`src/rtl/alu_execute_unit.sv`:
```
// Execute stage of a single-cycle MIPS-style datapath.
// Contains the operand-B mux, the ALU-control decode, a 32-bit ALU and a registered trace copy of the flags.
module alu_execute_unit #(
  parameter int WIDTH = 32
) (
  input  logic             clk,
  input  logic             Reset,
  input  logic [5:0]       Funct,
  input  logic [3:0]       AluOp,
  input  logic             AluSrc,
  input  logic [WIDTH-1:0] Read_Data1,
  input  logic [WIDTH-1:0] Read_Data2,
  input  logic [WIDTH-1:0] Extention_out,
  output logic [3:0]       AluAddress,
  output logic [WIDTH-1:0] Operand_B,
  output logic [WIDTH-1:0] Result,
  output logic             Zero,
  output logic             Overflow,
  output logic [WIDTH-1:0] Result_q,
  output logic             Zero_q,
  output logic             Overflow_q
);

  localparam int SHW = $clog2(WIDTH);

  localparam logic [3:0] ALU_AND  = 4'b0000;
  localparam logic [3:0] ALU_OR   = 4'b0001;
  localparam logic [3:0] ALU_ADD  = 4'b0010;
  localparam logic [3:0] ALU_XOR  = 4'b0011;
  localparam logic [3:0] ALU_SUB  = 4'b0110;
  localparam logic [3:0] ALU_SLT  = 4'b0111;
  localparam logic [3:0] ALU_SLTU = 4'b1000;
  localparam logic [3:0] ALU_SLL  = 4'b1001;
  localparam logic [3:0] ALU_SRL  = 4'b1010;
  localparam logic [3:0] ALU_SRA  = 4'b1011;
  localparam logic [3:0] ALU_NOR  = 4'b1100;
  localparam logic [3:0] ALU_LUI  = 4'b1101;

  logic [WIDTH-1:0] a_s;
  logic [SHW-1:0]   shamt_s;
  logic [WIDTH-1:0] result_d;
  logic             zero_d;
  logic             overflow_d;

  assign a_s       = Read_Data1;
  assign shamt_s   = Read_Data1[SHW-1:0];
  assign Operand_B = AluSrc ? Extention_out : Read_Data2;

  // ALU-control decode: AluOp class, with R-type resolved through Funct
  always_comb begin
    AluAddress = ALU_ADD;
    case (AluOp)
      4'b0000: AluAddress = ALU_ADD;
      4'b0001: AluAddress = ALU_SUB;
      4'b0010: begin
        case (Funct)
          6'b100000, 6'b100001: AluAddress = ALU_ADD;
          6'b100010, 6'b100011: AluAddress = ALU_SUB;
          6'b100100: AluAddress = ALU_AND;
          6'b100101: AluAddress = ALU_OR;
          6'b100110: AluAddress = ALU_XOR;
          6'b100111: AluAddress = ALU_NOR;
          6'b101010: AluAddress = ALU_SLT;
          6'b101011: AluAddress = ALU_SLTU;
          6'b000100: AluAddress = ALU_SLL;
          6'b000110: AluAddress = ALU_SRL;
          6'b000111: AluAddress = ALU_SRA;
          default:   AluAddress = ALU_ADD;
        endcase
      end
      4'b0011: AluAddress = ALU_AND;
      4'b0100: AluAddress = ALU_OR;
      4'b0101: AluAddress = ALU_SLT;
      4'b0110: AluAddress = ALU_XOR;
      4'b0111: AluAddress = ALU_LUI;
      default: AluAddress = ALU_ADD;
    endcase
  end

  // ALU datapath; overflow is a flag only, ADD/SUB always wrap
  always_comb begin
    result_d   = {WIDTH{1'b0}};
    overflow_d = 1'b0;
    case (AluAddress)
      ALU_AND:  result_d = a_s & Operand_B;
      ALU_OR:   result_d = a_s | Operand_B;
      ALU_ADD: begin
        result_d   = a_s + Operand_B;
        overflow_d = (a_s[WIDTH-1] == Operand_B[WIDTH-1]) && (result_d[WIDTH-1] != a_s[WIDTH-1]);
      end
      ALU_XOR:  result_d = a_s ^ Operand_B;
      ALU_SUB: begin
        result_d   = a_s - Operand_B;
        overflow_d = (a_s[WIDTH-1] != Operand_B[WIDTH-1]) && (result_d[WIDTH-1] != a_s[WIDTH-1]);
      end
      ALU_SLT:  result_d = {{(WIDTH-1){1'b0}}, ($signed(a_s) < $signed(Operand_B))};
      ALU_SLTU: result_d = {{(WIDTH-1){1'b0}}, (a_s < Operand_B)};
      ALU_SLL:  result_d = Operand_B << shamt_s;
      ALU_SRL:  result_d = Operand_B >> shamt_s;
      ALU_SRA:  result_d = $unsigned($signed(Operand_B) >>> shamt_s);
      ALU_NOR:  result_d = ~(a_s | Operand_B);
      ALU_LUI:  result_d = {Operand_B[15:0], {(WIDTH-16){1'b0}}};
      default: begin
        result_d   = {WIDTH{1'b0}};
        overflow_d = 1'b0;
      end
    endcase
  end

  assign zero_d   = (result_d == {WIDTH{1'b0}});
  assign Result   = result_d;
  assign Zero     = zero_d;
  assign Overflow = overflow_d;

  // Trace registers, one cycle behind the combinational outputs
  always_ff @(posedge clk) begin
    if (Reset) begin
      Result_q   <= {WIDTH{1'b0}};
      Zero_q     <= 1'b0;
      Overflow_q <= 1'b0;
    end else begin
      Result_q   <= result_d;
      Zero_q     <= zero_d;
      Overflow_q <= overflow_d;
    end
  end

endmodule

```
`config.mk`:
```
export PLATFORM = sky130hd
export DESIGN_NAME = alu_execute_unit
export DESIGN_NICKNAME = d
export VERILOG_FILES = /design/src/rtl/alu_execute_unit.sv
export SDC_FILE = /design/constraint.sdc
export NUM_CORES = 1
export LEC_CHECK = 0
export ABC_AREA = 1
export CAP_MARGIN = 20
export CORE_MARGIN = 2
export CORE_UTILIZATION = 57
export DETAILED_ROUTE_END_ITERATION = 8
export PLACE_DENSITY = 0.86
export SYNTH_ARGS = -nofsm -noshare
export SYNTH_HDL_FRONTEND = slang
export SYNTH_SLANG_ARGS = --single-unit
```
`constraint.sdc`:
```
create_clock -name clk -period 6.4 [get_ports clk]
set_input_delay 1.6 -clock clk [delete_from_list [all_inputs] [get_ports clk]]
set_output_delay 1.6 -clock clk [all_outputs]
set_load 0.03 [all_outputs]
```
==> out/qor.yml, run 1 <==
pin_count: 213
fp.dieW_um: 155
io_buffers: 212
dp_hpwl_um: 56900
error_line: "[ERROR GRT-0116] Global routing finished with congestion. Check the congestion regions in the DRC Viewer."
syn_inst: 2600
cts_max_level: 2
cts_buffers: 5
num_rows: 55
cts_hold_buf: 0
cts_buffer_depth: 2
syn-cell-area_mm2: 0.0129
synth.yosys.seq_area_share_pct: 5.26
clockRootBuffer: "clkbuf_16"
clkSinkCount: 34
place.gp.congestion: 1.24
ys_types: 44
ys_warn_count: 0
synthFlopType: "dfxtp_1"
async_flop_share_pct: 0
status: "aborted with a tool error"
grt_overflow: 10
syn_avg_cell_area_um2: 4.98
first_global_vias: 24147
die_height_um: 155
synth_nets: 2816
grt_pass1_wl_um: 134000
initial_core_util_pct: 57.5
synth_edf_count: 0
track_usage_pct: 72.6
haltStage: "5_1_grt"
grt_max_degree: 71
post-place-ws_ns: -0.862
ys_ff_latch: 34
placed_area_mm2: 0.0181
==> synth_stat cells, types with 4 or more instances <==
cell	number	share of area, %
nand3b_1	9	0.52
nor2_4	4	0.35
inv_1	311	9.0
nor2_2	17	0.82
o211ai_1	7	0.41
dfxtp_1	34	5.3
buf_6	12	1.0
a21oi_1	76	2.9
o21bai_1	9	0.52
buf_1	26	0.75
inv_2	16	0.46
nand2_2	7	0.34
ha_1	105	10
nand3_1	607	23
and2_1	8	0.39
o21ai_0	60	2.3
nand4_1	33	1.6
xor2_1	11	0.74
nand2_4	7	0.61
nand2_1	825	24
nor3_1	19	0.73
clkbuf_1	28	0.81
buf_2	42	1.6
nor2_1	267	7.7
o21ai_1	21	0.81
buf_4	7	0.41
nand3_2	4	0.31
==> metrics by stage <==
stage	TNS (ns)	cells
after floorplan	0	2600
after global placement	-11.56	3410
after detailed placement	-15.98	3410
after CTS	-0.220	3425
==> kinds of logic after synthesis <==
logic type	after synthesis	synth area share [%]
AND/OR/NAND/NOR	1821	61.8
XOR/XNOR	14	0.947
adder cells (fa/ha/maj)	107	10.5
buffers and inverters	445	14.2
AO/OA/AOI/OAI	179	7.36
flip-flops	34	5.26
==> layer usage <==
layer,GRT usage [%],overflow
met1,70.8,0
met2,87.3,4
met3,61.0,0
met5,43.9,0
met4,70.7,6
==> timing repair <==
action                                  4_1_cts
endpoints found under the setup margin       34
gates resized for setup                     134
setup buffers                                 7
pin swaps                                    12
==> run 2: changes to the inputs <==
- CORE_UTILIZATION: 57 -> 40
- PLACE_DENSITY: 0.86 -> unset
- PLACE_DENSITY_LB_ADDON: unset -> 0.15
==> run 2 against run 1 <==
The flow now finishes, with violations (DRC). Synthesized cell count unchanged. Area after synthesis unchanged.
==> out/qor.yml, run 2 <==
multi_input_area_mm2: 0.0122
total_leakage_power_uw: 0.0111
viasPerCell: 5.90
p_comb_share_pct: 84.6
final_common_cell: "nand2_1"
track_usage_pct: 45.0
critPathBufInv: 6
p_clk_share_pct: 7.3
remaining_drc_errors: 7
reg_top3: "Result_q x32, Overflow_q x1, Zero_q x1"
cp_slowest_stage_delay_ns: 0.49
worst_pin_slew_ns: 0.773
grt_use_met1_pct: 55.2
area_delta_synth_final_pct: 62.0
largest-register: "Result_q"
dp_hpwl_um: 65600  # +15%
slew_violations: 0
holdWs_ns: 2.15
cts_tree: "built"
die_height_um: 184  # +19%
ys_ff_latch: 34  # unchanged
slowest_stage: "clkdlybuf4s50_1"
clk_pin_slew_ns: 0.05
synth_area_leaders: "nand2_1 24%, nand3_1 23%, ha_1 10%"
power.internal_uw: 1420
final_cell_mix: "688 x nand2_1, 568 x nand3_1, 489 x buf_4"
io_buffers: 212  # unchanged
irDropWorstVdd_mv: 0.121
cts_buffer_depth: 2  # unchanged
crit_fanout: 5
fmax_mhz: 156
ys_types: 44  # unchanged
dieArea_mm2: 0.0338
synth_nets: 2816  # unchanged
cts_max_level: 2  # unchanged
synth_edf_count: 0  # unchanged
clkSinkCount: 34  # unchanged
grt_overflow: 0
use_met3_pct: 9.43
first_global_vias: 19444
fill_cells: 3027
post-place-ws_ns: -1.07  # -0.210 ns
synthFlopType: "dfxtp_1"
hold_viol_final: 0
pin_count: 213  # unchanged
drive_gt1_share_pct: 30.5
min_period_ns: 6.40
synth.yosys.seq_area_share_pct: 5.26  # unchanged
place.gp.congestion: 1.12  # -9.9%
setup_viol: 0
clockRootBuffer: "clkbuf_16"
top_usage_layer: "met2"
antenna_found_initial: 1
layout.nets: 3429
diodes: 0
synth_common_cells: "825 x nand2_1, 607 x nand3_1, 311 x inv_1"
grt_use_met2_pct: 71.8
routed_wl_um: 81100
status: "finished with violations"
first_iter_violations: 3017
post_drt_wl_per_cell_um: 22.4
power_density_mw_per_mm2: 147
cts_buffers: 5  # unchanged
syn-cell-area_mm2: 0.0129  # unchanged
fp.dieW_um: 184  # +19%
largest_reg_flops: 32
maxCapViolCount: 0
async_flop_share_pct: 0  # unchanged
critPathTopFamily: "simple AND/OR/NAND/NOR gates"
startpoint_type: "input pin"
p_sw_uw: 1660
critical_path_class: "in -> out"
core_mm2: 0.0317
path_common_cell: "nand2_1"
cp-end-kind: "output pin"
num_rows: 65  # +18%
yosysTopAreaCell: "nand2_1"
first_pass_iters: 9
grt_pass1_wl_um: 115000
cts_hold_buf: 0  # unchanged
layout_setup_ws_ns: 0.00174
ant_nets: 0
min_path_type: "in -> reg"
ys_warn_count: 0  # unchanged
arrival_ns: 4.80
vias: 21315
seqCellArea_um2: 681
post-route-period-util_pct: 100
syn_avg_cell_area_um2: 4.98  # unchanged
seq_power_share_pct: 8.1
relSlewSlack_pct: 48.5
grt_max_degree: 71
cp.required_ns: 4.80
synth_top_area_share_pct: 23.9  # unchanged
switching_share_pct: 53.9
initial_core_util_pct: 40.8  # -17 points
path_cells: "clkdlybuf4s50_1 -> nand2_1 -> nand2_4 -> inv_1 -> ha_1 -> inv_2 -> nand2_1 -> nor2_2 -> and3_1 -> nand2_1 -> nand3_1 -> nand2_1 -> nand3_1 -> nand2_1 -> inv_1 -> nand2_1 -> nor2_4 -> nand2_1 -> nor2_1 -> nand2_1 -> nor2_2 -> nand2_2 -> inv_2 -> buf_6"
rsz0062_at_grt: "true"
synth_most_common_cell: "nand2_1"
violations: "DRC"
syn_inst: 2600  # unchanged
run 2: per-layer routing:
layer  wire length (um)  up-vias
li1                   -     9580
met2              34900     1655
met5                 10        -
met4               7010        2
met1              29400     9666
met3               9880      412
run 2: power groups by stage:
stage | Clock (uW) | Combinational [uW] | Sequential, uW
global route | 237 | 2730 | 250
CTS | 229 | 2260 | 249
finish | 225 | 2610 | 249
detailed placement | 0 | 2200 | 253
global placement | 0 | 2180 | 251
floorplan | 0 | 1050 | 311
run 2: cell type report:
class,instances,area share [%]
multi-input cells,2121,58.0
clock buffers,7,0.632
repair buffers,723,29.8
well taps,402,2.40
inverters,328,5.94
flip-flops and latches,34,3.24
run 2: path summary, 6_finish.rpt:
kind,endpoint,depth (start not counted),from,slack [ns]
min,Result_q[4],8,Read_Data1[4],2.15
max,Zero,24,Read_Data2[26],0.002
run 2: kinds of logic (layout without fill, tap and decap cells):
kind of cell    Yosys count  count (layout)  share of synthesized area [%]
compound gates          179             179                           7.36
buf+inv                 445            1058                           14.2
simple gates           1821            1821                           61.8
fa+ha+maj               107             107                           10.5
xor+xnor                 14              14                          0.947
flops                    34              34                           5.26
run 2: stage by stage:
stage	setup TNS [ns]	util, %	area, um^2	power [uW]	cells
3_3_place_gp	-18.57	58.2	18500	2430	3546
4_1_cts	-0.187	60.1	19100	2730	3558
3_5_place_dp	-19.03	58.2	18500	2450	3546
6_report	0	66.1	21000	3080	3615
5_1_grt	-0.204	66.1	21000	3220	3615
2_1_floorplan	0	-	12900	1360	2600
run 2: tightest hold or removal path: cells and delay by family:
| kind | cells | cell delay (ns) |
|---|---|---|
| buffers and inverters | 3 | 0.38 |
| and+or+nand+nor | 3 | 0.18 |
| adders and majority gates | 1 | 0.14 |
| AOI/OAI and AO/OA | 1 | 0.08 |
run 2: what timing repair did:
item | 4_1_cts | 5_1_grt
setup buffers | 5 | 53
cloned | 0 | 3
endpoints found under the setup margin | 34 | 32
pin swaps | 14 | 127
gates resized for setup | 158 | 418
Note: power is estimated with default switching activity, not from simulation.
==> RTL edit 1 (settings of run 2) <==
Register the output `Zero`, with the module's reset; this adds one clock of latency there. The other outputs are not delayed to match.
--- a/src/rtl/alu_execute_unit.sv
+++ b/src/rtl/alu_execute_unit.sv
@@ -109,7 +109,13 @@
 
   assign zero_d   = (result_d == {WIDTH{1'b0}});
   assign Result   = result_d;
-  assign Zero     = zero_d;
+  always_ff @(posedge clk) begin
+    if (Reset) begin
+      Zero <= '0;
+    end else begin
+      Zero <= zero_d;
+    end
+  end
   assign Overflow = overflow_d;
 
   // Trace registers, one cycle behind the combinational outputs
Formal check against the unedited RTL: not equivalent (a bounded check fails within 4 cycles, from zero or initial values and one cycle with Reset high).
==> RTL edit 1 against run 2 <==
Critical path depth shrank 8. Design area shrank 3.6%. Global-route usage shrank 0.58 points. Cell count grew 1.8%. Synthesized cell count shrank 0.96%. Sequential cell count is the same. Area after synthesis shrank 1.0%. Wire length shrank 4.5%. Via count shrank 1.5%. Total power shrank 0.72%. Non-clock buffer count grew 93. Setup slack gained 77 ps. Core utilization shrank 2.1 points. Critical endpoint is now Result[5]. Largest cell class unchanged. Largest power group unchanged. Highest routed layer is now met4.
==> RTL edit 1: results (changes against run 2) <==
* Endpoint, Worst Hold: Result_q[17]$_SDFF_PP0_
* Post-CTS setup buffers at 2 (-3)
* DP HPWL at 64770 um (-1.2%)
* Syn Nets at 2791 (-0.89%)
* Leakage at 11.03 nW (-0.78%)
* Max IR drop VDD at 0.1354 mV (+12%)
* Largest net degree at the start of global routing at 80 (+13%)
* GPL Wtd Cong at 1.067 (-4.5%)
* Synth Flop Type: dfxtp_1
* Met3 wire len at 8153 um (-18%)
* Worst Setup EP: Result[5]
* M2 GR Usage at 71.44% (-0.41 points)
* Crit path max fanout at 3 (-2)
* Status: complete, no violations
* Slowest cell delay on critical path at 460 ps (-30 ps)
* Hold depth at 3 (-5)
* Actual slew at the worst max-slew pin at 710.0 ps (-62.93 ps)
* Filler cells at 3124 (+3.2%)
* WL met1 at 30260 um (+3.1%)
* Met1 Usage GRT at 56.57% (+1.3 points)
* Worst hold start: Reset
* GRT overflow at 0 (unchanged)
* Layout cells sized above 1 at 24.41% (-6.1 points)
* Fmax at 0.1582 GHz (+1.2%)
* Routed wire length on met2 at 33990 um (-2.5%)
* Vias in the first global route at 19750 (+1.6%)
* Drt initial violations at 2807 (-7.0%)
* FFs w/ async S/R, synth at 0% (unchanged)
* Sequential share of the synthesized area at 5.311% (+0.055 points)
* Final hold slack at 2141 ps (-12.92 ps)
* GRT Total Usage at 44.42% (-0.58 points)
* Crit path from: Extention_out[4]
* Critical path arrival at 4720 ps (-80 ps)
* Nets at 3492 (+1.8%)
* Resized cells post-CTS at 77 (-51%)
* Avg Vias per Cell at 5.704 (-3.3%)
* DRT Wirelength at 77460 um (-4.5%)
* Top layer in use: met4
* Pre-CTS setup slack at -855.8 ps (+215.5 ps)
* First-pass GRT wire length at 113900 um (-0.61%)
-- RTL edit 1: changes by cell type in the layout (fill, tap and decap cells not counted), moves of 31 or more --
cell,change
nand2_2,-88
nor2_1,+50
nand3_1,+42
nand2_1,+100
buf_4,+108
nor2_2,-31
-- RTL edit 1: kinds of logic (layout without fill, tap and decap cells) --
family / count (synthesis) / in the layout / share of synthesized area (%)
DFF: 34 / 34 / 5.311
buffers and inverters: 431 / 1133 / 13.82
muxes: 2 / 2 / 0.1562
xor gates and xnor gates: 15 / 15 / 1.025
and+or+nand+nor: 1811 / 1811 / 61.67
AOI/OAI and AO/OA: 175 / 175 / 7.460
adders and majority gates: 107 / 107 / 10.56
-- RTL edit 1: where the power goes --
group	switching [W]	total (W)	leakage, nW	internal [W]
logic	0.00148	0.00249	10.7	0.00101
registers	0.00000930	0.000250	0.281	0.000241
clock network	0.0000975	0.000321	0.0940	0.000224
total	0.00158	0.00306	11.0	0.00148
-- RTL edit 1: area by class of cell --
cell class / instances / area share [%]
Clock buffer: 5 / 0.6189
Clock inverter: 3 / 0.3404
Inverter: 308 / 5.744
Multi-Input combinational cell: 2110 / 53.90
Sequential cell: 34 / 3.367
Tap cell: 402 / 2.488
Timing Repair Buffer: 816 / 33.51
Timing Repair inverter: 1 / 0.02476
-- RTL edit 1: stage by stage --
| stage | cells | area (sq um) | power [W] | TNS (ps) | utilization [%] |
|---|---|---|---|---|---|
| after floorplan | 2575 | 12810 | 0.001359 | 0 | - |
| after global placement | 3666 | 19510 | 0.002566 | -13450 | 61.83 |
| after detailed placement | 3666 | 19510 | 0.002587 | -15320 | 61.83 |
| after CTS | 3676 | 19830 | 0.002922 | 0 | 62.83 |
| after global routing | 3679 | 20220 | 0.003200 | -82.52 | 64.06 |
| final | 3679 | 20220 | 0.003058 | 0 | 64.06 |
==> RTL edit 2 (settings of run 2) <==
Made on the original files. The parameter `WIDTH` goes from 32 to 16.
--- a/src/rtl/alu_execute_unit.sv
+++ b/src/rtl/alu_execute_unit.sv
@@ -1,7 +1,7 @@
 // Execute stage of a single-cycle MIPS-style datapath.
 // Contains the operand-B mux, the ALU-control decode, a 32-bit ALU and a registered trace copy of the flags.
 module alu_execute_unit #(
-  parameter int WIDTH = 32
+  parameter int WIDTH = 16
 ) (
   input  logic             clk,
   input  logic             Reset,
Interface: changed (6 resized); port bits go from 213 to 117. The function was not compared with the original's and may differ.
==> RTL edit 2 against run 2 <==
Setup slack better by 220 ps. Total power shrank 60%. Highest routed layer is now met4. First-iteration DRC count down 73%. Combinational power fell by 63%. Largest power group unchanged. Area after synthesis decreased by 51%. Design area is 58% lower. Sequential cell count down 16. Wire length down 67%.
==> RTL edit 2: results (changes against run 2) <==
* Synthesized-area fraction occupied by adder cells at 11.75% (+1.3 points)
* Hold depth at 2 (-6)
* Met1 Usage GRT at 43.88% (-11 points)
* Vias in the first global route at 7931 (-59%)
* Leakage at 4.851 nW (-56%)
* Syn Nets at 1349 (-52%)
* Number of library cell types mapped by synthesis at 34 (-23%)
* Fmax at 0.1618 GHz (+3.5%)
* DRC at 0 (-7)
* Worst hold start: Reset
* GRT Total Usage at 31.97% (-13 points)
* Htree depth at 1 (-1)
* Critical path arrival at 4580 ps (-220 ps)
* Top layer in use: met4
* Compound-Gate Fraction of Synth Area at 6.492% (-0.87 points)
* Endpoint, Worst Hold: Zero_q$_SDFF_PP0_
* WL met1 at 12000 um (-59%)
* Post-CTS setup buffers at 0 (-5)
* Syn Inst Count at 1230 (-53%)
* Met3 wire len at 1866 um (-81%)
* IO buf count at 116 (-45%)
* Synth area leaders: nand2_1 25%, nand3_1 20%, ha_1 11%
* Drt initial violations at 811 (-73%)
* Inst Count DP at 1658 (-53%)
* Crit path max fanout at 9 (+4)
* Filler cells at 1680 (-44%)
* Status: complete, no violations
* CTS Buf Count at 3 (-2)
* Met3 Usage GRT at 3.716% (-5.7 points)
* Crit path from: Funct[0]
* Seq power at 0.000131 W (-47%)
* Biggest regs: Result_q x16, Overflow_q x1, Zero_q x1
* Largest net degree at the start of global routing at 37 (-48%)
* Layout cells sized above 1 at 17.24% (-13 points)
* Part of the power in combinational logic at 79.5% (-5.1 points)
RTL edit 2: changes by cell type after synthesis, moves of 17 or more:
cell	run 2	this run
clkbuf_1	28	11
inv_1	311	141
nand3_1	607	255
nor2_1	267	115
nand2_1	825	416
ha_1	105	56
a21oi_1	76	29
buf_1	26	9
o21ai_0	60	32
nand4_1	33	13
RTL edit 2: area by class of cell:
type	count	area, sq um	area share, %
clock buffers	3	75.07	0.8517
inverters	152	573.1	6.501
multi-input cells	1005	5218	59.19
flip-flops and latches	18	360.3	4.088
well taps	211	264.0	2.995
repair buffers	272	2325	26.37
RTL edit 2: critical path, delay by kind of cell:
family          cells  cell delay (ps)
compound gates      2              280
buf+inv             6             1190
simple gates       10             1190
fa+ha+maj           1              310
RTL edit 2: cells by family (layout without fill, tap and decap cells):
logic type | after synthesis | in the layout
flip-flops | 18 | 18
buffers and inverters | 207 | 427
AO/OA/AOI/OAI | 78 | 78
adder cells (fa/ha/maj) | 58 | 58
XOR/XNOR | 14 | 14
AND/OR/NAND/NOR | 855 | 855
